==> src/rtl/merge_arb.sv <==
// Round-robin arbiter merging N native-bus masters onto one shared slave.
// Optional slave-ready watchdog: define MERGE_ARB_TIMEOUT_EN.
module merge_arb #(
  parameter  int N_MASTERS = 2,
  parameter  int ADDR_W    = 32,
  parameter  int TIMEOUT   = 255,
  localparam int NM_W      = (N_MASTERS > 1) ? $clog2(N_MASTERS) : 1
) (
  input  logic                              clk,
  input  logic                              rst,
  input  logic [N_MASTERS*(ADDR_W+37)-1:0]  m_req,
  output logic [N_MASTERS*33-1:0]           m_resp,
  output logic [ADDR_W+36:0]                s_req,
  input  logic [32:0]                       s_resp,
  output logic [NM_W-1:0]                   grant,
  output logic                              busy
`ifdef MERGE_ARB_TIMEOUT_EN
  ,
  output logic                              timeout_err
`endif
);

  localparam int RW = ADDR_W + 37;
  localparam int NP = 1 << NM_W;

  typedef enum logic {IDLE, BUSY} state_t;

  state_t          r_state;
  logic [NM_W-1:0] r_grant;
  logic [NM_W-1:0] r_last;

  logic [RW-1:0]   w_slice [NP];
  logic [NP-1:0]   w_valid;
  logic            w_found;
  logic [NM_W-1:0] w_winner;
  logic            w_busy;
  logic            w_gvalid;
  logic            w_rdy;
  logic            w_to;
  logic            w_fire;
  logic            w_done;

  // Pad to a power of two so grant-indexed lookups never go out of range
  for (genvar gi = 0; gi < NP; gi++) begin : g_sl
    if (gi < N_MASTERS) begin : g_m
      assign w_slice[gi] = m_req[gi*RW +: RW];
    end else begin : g_z
      assign w_slice[gi] = '0;
    end
    assign w_valid[gi] = w_slice[gi][RW-1];
  end

  always_comb begin
    w_found  = 1'b0;
    w_winner = r_last;
    for (int k = 1; k <= N_MASTERS; k++) begin
      automatic int idx = (int'(r_last) + k) % N_MASTERS;
      if (!w_found && w_valid[NM_W'(idx)]) begin
        w_found  = 1'b1;
        w_winner = NM_W'(idx);
      end
    end
  end

  assign w_busy   = (r_state == BUSY);
  assign w_gvalid = w_valid[r_grant];
  assign w_rdy    = s_resp[0];

`ifdef MERGE_ARB_TIMEOUT_EN
  localparam int CW = (TIMEOUT > 1) ? $clog2(TIMEOUT + 1) : 1;
  logic [CW-1:0] r_cnt;
  assign w_to        = w_busy && (r_cnt == CW'(TIMEOUT));
  assign timeout_err = w_fire;
`else
  assign w_to = 1'b0;
`endif

  // A genuine slave ready in the watchdog cycle is forwarded, not replaced
  assign w_fire = w_to && w_gvalid && !w_rdy;
  assign w_done = w_busy && (!w_gvalid || w_rdy || w_to);

  assign grant = r_grant;
  assign busy  = w_busy;
  assign s_req = (w_busy && !w_to) ? w_slice[r_grant] : '0;

  always_comb begin
    m_resp = '0;
    for (int i = 0; i < N_MASTERS; i++) begin
      if (w_busy && w_gvalid && (r_grant == NM_W'(i)))
        m_resp[i*33 +: 33] = w_fire ? {32'hDEAD_BEEF, 1'b1} : s_resp;
    end
  end

  always_ff @(posedge clk or posedge rst) begin
    if (rst) begin
      r_state <= IDLE;
      r_grant <= '0;
      r_last  <= NM_W'(N_MASTERS - 1);
`ifdef MERGE_ARB_TIMEOUT_EN
      r_cnt   <= '0;
`endif
    end else begin
      case (r_state)
        IDLE: begin
          if (w_found) begin
            r_grant <= w_winner;
            r_state <= BUSY;
`ifdef MERGE_ARB_TIMEOUT_EN
            r_cnt   <= '0;
`endif
          end
        end
        BUSY: begin
          if (w_done) begin
            r_state <= IDLE;
            r_last  <= r_grant;
          end else begin
`ifdef MERGE_ARB_TIMEOUT_EN
            r_cnt   <= r_cnt + 1'b1;
`endif
          end
        end
        default: r_state <= IDLE;
      endcase
    end
  end

endmodule

==> config.mk <==
export PLATFORM = sky130hd
export DESIGN_NAME = merge_arb
export DESIGN_NICKNAME = d
export VERILOG_FILES = /design/src/rtl/merge_arb.sv
export SDC_FILE = /design/constraint.sdc
export NUM_CORES = 1
export LEC_CHECK = 0
export CORE_AREA = 2 2 119 121
export CTS_CLUSTER_DIAMETER = 150
export DETAILED_ROUTE_END_ITERATION = 7
export DIE_AREA = 0 0 121 123
export PLACE_DENSITY = 0.55
export SETUP_SLACK_MARGIN = 0.3
export SLEW_MARGIN = 25
export SYNTH_ARGS = -nofsm -noshare
export SYNTH_HDL_FRONTEND = slang
export SYNTH_SLANG_ARGS = --single-unit
==> constraint.sdc <==
create_clock -name clk -period 1.2 [get_ports clk]
set_input_delay 0.24 -clock clk [delete_from_list [all_inputs] [get_ports clk]]
set_output_delay 0.24 -clock clk [all_outputs]
set_load 0.02 [all_outputs]
# Word-level counts from Yosys, hierarchy flattened

Cells that the tools add are included.

Register bits after elaboration: 3
Input port bits: 173
Logic and storage cells: 41

$add $sub $neg: 2
$lt $le $gt $ge: 4
Mux-type cells: 19
Bitwise operators: 3
Reductions and logical operators: 10

Operators with widths:

| operator            | count |
|---|---|
| $mux 69             | 4 |
| $mux 33             | 2 |
| $mux 1              | 12 |
| $lt 1x3->1 const B  | 2 |
| $logic_and 1x1->1   | 5 |
| $reduce_and 2->1    | 2 |
| $add 1x1->1 const B | 2 |
| $ge 2x2->1 const B  | 1 |
| $logic_not 1->1     | 2 |
| $lt 1x2->1 const B  | 1 |
| $not 1->1           | 2 |
| $not 1->2           | 1 |
| $pmux 1 s2          | 1 |
| $logic_or 1x1->1    | 1 |

# Longest topological paths before layout

Depth after elaboration: 10
Depth in mapped cells: 4
Mapped depth without buffers: 3

# Least setup slack after synthesis

Ideal clock, no wire load.

Path type: register to output
Start: register r_grant, in the netlist grant
End: output m_resp[0]
Arrival: 1.318 ns
Required time: 0.960 ns
Setup slack: -0.358 ns
Stages on the path, launching flop included: 4
Path buffers: 2
Cells stage by stage: dfrtp_1 buf_6 buf_6 nor3_1

Word-level cells in the longest chain between the ends: 5

Ends and longest elaborated chain:

| item                                      | RTL line | source |
|---|---|---|
| start: declaration                        | 29       | `logic [NM_W-1:0] r_grant;` |
| start signal: assignment                  | 106      | `r_grant <= w_winner;` |
| $mux 1 (not written as such) (2 in a row) | 66       | `assign w_gvalid = w_valid[r_grant];` |
| $logic_and 1x1->1                         | 89       | `if (w_busy && w_gvalid && (r_grant == NM_W'(i)))` |
| $logic_and 1x1->1 (*)                     | 89       |  |
| $mux 33 (*)                               | 89       |  |
| end: declaration                          | 12       | `output logic [N_MASTERS*33-1:0] m_resp,` |

Every way passes the cells marked *; elsewhere a longest branch is shown, timed or not. The select of a mux whose other input is x is not followed.

# Final worst setup path

Start: register r_grant, in the netlist grant
End: output s_req[2]

Word-level cells in the longest chain between the ends: 5

Ends and longest elaborated chain:

| item                                       | RTL line | source |
|---|---|---|
| $not 1->2 (not written as such)            | 84       | `assign s_req = (w_busy && !w_to) ? w_slice[r_grant] : '0;` |
| $mux 69 (not written as such) (3 in a row) | 84       |  |
| $mux 69                                    | 84       |  |
| end: declaration                           | 13       | `output logic [ADDR_W+36:0] s_req,` |

Every way passes these cells. The select of a mux whose other input is x is not followed.

==> results <==
[worst max path at each step]
stage	to	slack [ns]	depth (start not counted)
3_3_place_gp	m_resp[49]	-0.94	4
4_1_cts	s_req[2]	-0.61	6
3_5_place_dp	m_resp[49]	-0.94	4
6_report	s_req[2]	-0.60	6
5_1_grt	s_req[16]	-0.66	6
2_1_floorplan	s_req[5]	-0.19	4
[area by class of cell]
type,instances,area (µm²)
clock buffers,4,78.8
well taps,180,225
flip-flops and latches,3,81.3
repair buffers,358,4040
multi-input cells,219,2050
inverters,4,20.0
fillers,1285,7120
[logic make-up (layout without fill, tap and decap cells)]
family                 after synthesis  count (layout)  share of synthesized area
muxes                               69              69                      0.412
and+or+nand+nor                    142             145                      0.422
buffers and inverters               26             366                      0.102
AOI/OAI and AO/OA                    5               5                     0.0186
DFF                                  3               3                     0.0455
[power by group through the flow]
stage,clock (mW),combinational [mW],sequential [mW]
after floorplan,0,3.56,0.246
after global placement,0,5.91,0.283
after detailed placement,0,5.94,0.288
after CTS,0.533,8.40,0.244
after global routing,0.553,9.10,0.264
final,0.532,8.71,0.253
[what timing repair did]
item                                    in CTS  in global routing
pin swaps                                   34                 27
cloned                                      12                  1
resized for setup                          880                 52
buffers inserted                            15                  1
endpoints found under the setup margin     140                140
[synthesized netlist by cell type]
master	n	share of area
clkbuf_1	6	0.013
and3_1	1	0.0037
and2_1	65	0.24
buf_4	4	0.018
nand3_1	3	0.0089
nand2b_1	1	0.0037
nor2_2	1	0.0037
o21ai_0	3	0.0089
inv_2	1	0.0022
o31ai_1	1	0.0045
mux2i_1	69	0.41
nor3_1	1	0.0030
nand2_1	1	0.0022
inv_1	3	0.0067
dfrtp_1	2	0.030
clkbuf_2	3	0.0089
a22o_1	1	0.0052
buf_2	2	0.0060
nor2_1	69	0.15
dfstp_2	1	0.016
buf_6	7	0.047
[layer usage]
metal,vias to the layer above,GRT usage,part of all wire
li1,1497,-,-
met1,1439,0.151,0.33
met2,187,0.319,0.56
met3,10,0.0346,0.094
met4,0,0.0320,0.014
met5,-,0,0
[per-stage QoR]
stage	hold WS, ns	utilization	cell area (µm²)	worst slack [ns]
floorplan	-0.00698	-	2030	-0.186
global placement	0.420	0.396	5400	-0.945
detailed placement	0.424	0.396	5400	-0.944
CTS	0.192	0.461	6270	-0.607
global route	0.199	0.477	6490	-0.659
finish	0.184	0.477	6490	-0.603
[flip-flops by register name (all words and copies together) (netlist names)]
signal  cells
busy        1
grant       1
r_last      1
==> impl_metrics.ini <==
[setup_path]
critPathKind = reg -> out
cp_num_buf_inv = 4
reg2reg_depth = 5
crit_required_ns = 0.96
cp_cell_sequence = buf_12 -> buf_12 -> buf_16 -> mux2i_4 -> nor2_4 -> buf_6
crit_family = buffers and inverters
crit_top_cell = buf_12
critPathLaunch = grant$_DFFE_PP0P_
critPathLaunchType = register
crit_fanout = 7
reg2reg_to = busy$_DFF_PP0_
r2r-start = grant$_DFFE_PP0P_
critPathArrivalTime_ns = 1.56
end_kind = output pin
cpPeakStageDelay_ns = 0.51
slowest_stage = dfrtp_4
rrSetupSlack_ns = -0.26

[drt]
wl_um = 12700
drt_iter0_markers = 43
antenna_left = 0
vias_per_cell = 4.08
vias = 3133
drc = 0
dr.pass1.iters = 4
avgRoutedWirePerCell_um = 16.6

[power]
p_int_mw = 5.59
combinationalPowerShare = 0.917
seqPwrFrac = 0.027
switchingPower_mw = 3.90
total_power_mw = 9.49
ir_worst_vdd_v = 0.000719
powerDensity_mw_per_mm2 = 1460
clkPwrFrac = 0.056
swShare = 0.411
leakagePower_nw = 2.75

[sta]
maxSlewViolCount = 0
slew_headroom = 0.825
fmax_mhz = 555
tightest_slew_ns = 0.263
skew_ns = 0.00109
fin_ws_ns = -0.603
min_period_ns = 1.80
period_share = 1.50
hold_violations = 0
finalSetupTns_ns = -67.60
setup_viol = 138
rsz0062_at_grt = true

[clocking]
htreeDepth = 1
clock_sinks = 3
cts_root_buf = clkbuf_16
clockBufferDepth = 2
hold_buffers = 0
cts_tree = done
clk_latency_ns = 0.22
cts-buffers-inserted = 3
clk_pin_slew_ns = 0.03

[yosys]
synth_area_per_cell_um2 = 6.85
netlist_area_mm2 = 0.00168
syn_inst = 245
synthesis.nets = 418
ys_ff_latch = 3
synth_warnings = 0
yosysSeqAreaShare = 0.0455
synth_cell_type_count = 21

[floorplanning]
die_h_um = 123
design.die.area_mm2 = 0.0149
dieWidth_um = 121
boundaryPins = 310
start_util = 0.123
coreArea_mm2 = 0.0136
std_cell_rows = 43

[placement]
dp_hpwl_um = 9070
gp_congestion = 0.789
port_buffers = 309
dp.cells = 735

[layout]
mostFrequentLayoutCells = 170 x clkdlybuf4s50_1, 138 x buf_6, 66 x nor2_2
final_common_cell = clkdlybuf4s50_1
drive_gt1_frac = 0.626
layoutNonFillerInstCount = 768
num_antenna_cells = 0
areaGrowthSynthToFinish_pct = 287
fin_nets = 762

[global_route]
grt_pass1_vias = 3159
antenna_found_initial = 0
grt_pass1_wl_um = 17500
grt-ovfl-total = 0
grt_use_total = 0.153
grt_start_max_net_pins = 17

[run_status]
status = complete, but fails checks
violations = negative setup slack

[worst_hold_path]
hold_path.class = in -> async

[flow_run]
drv_cap = 0
Power figures use the tool's default switching activity.
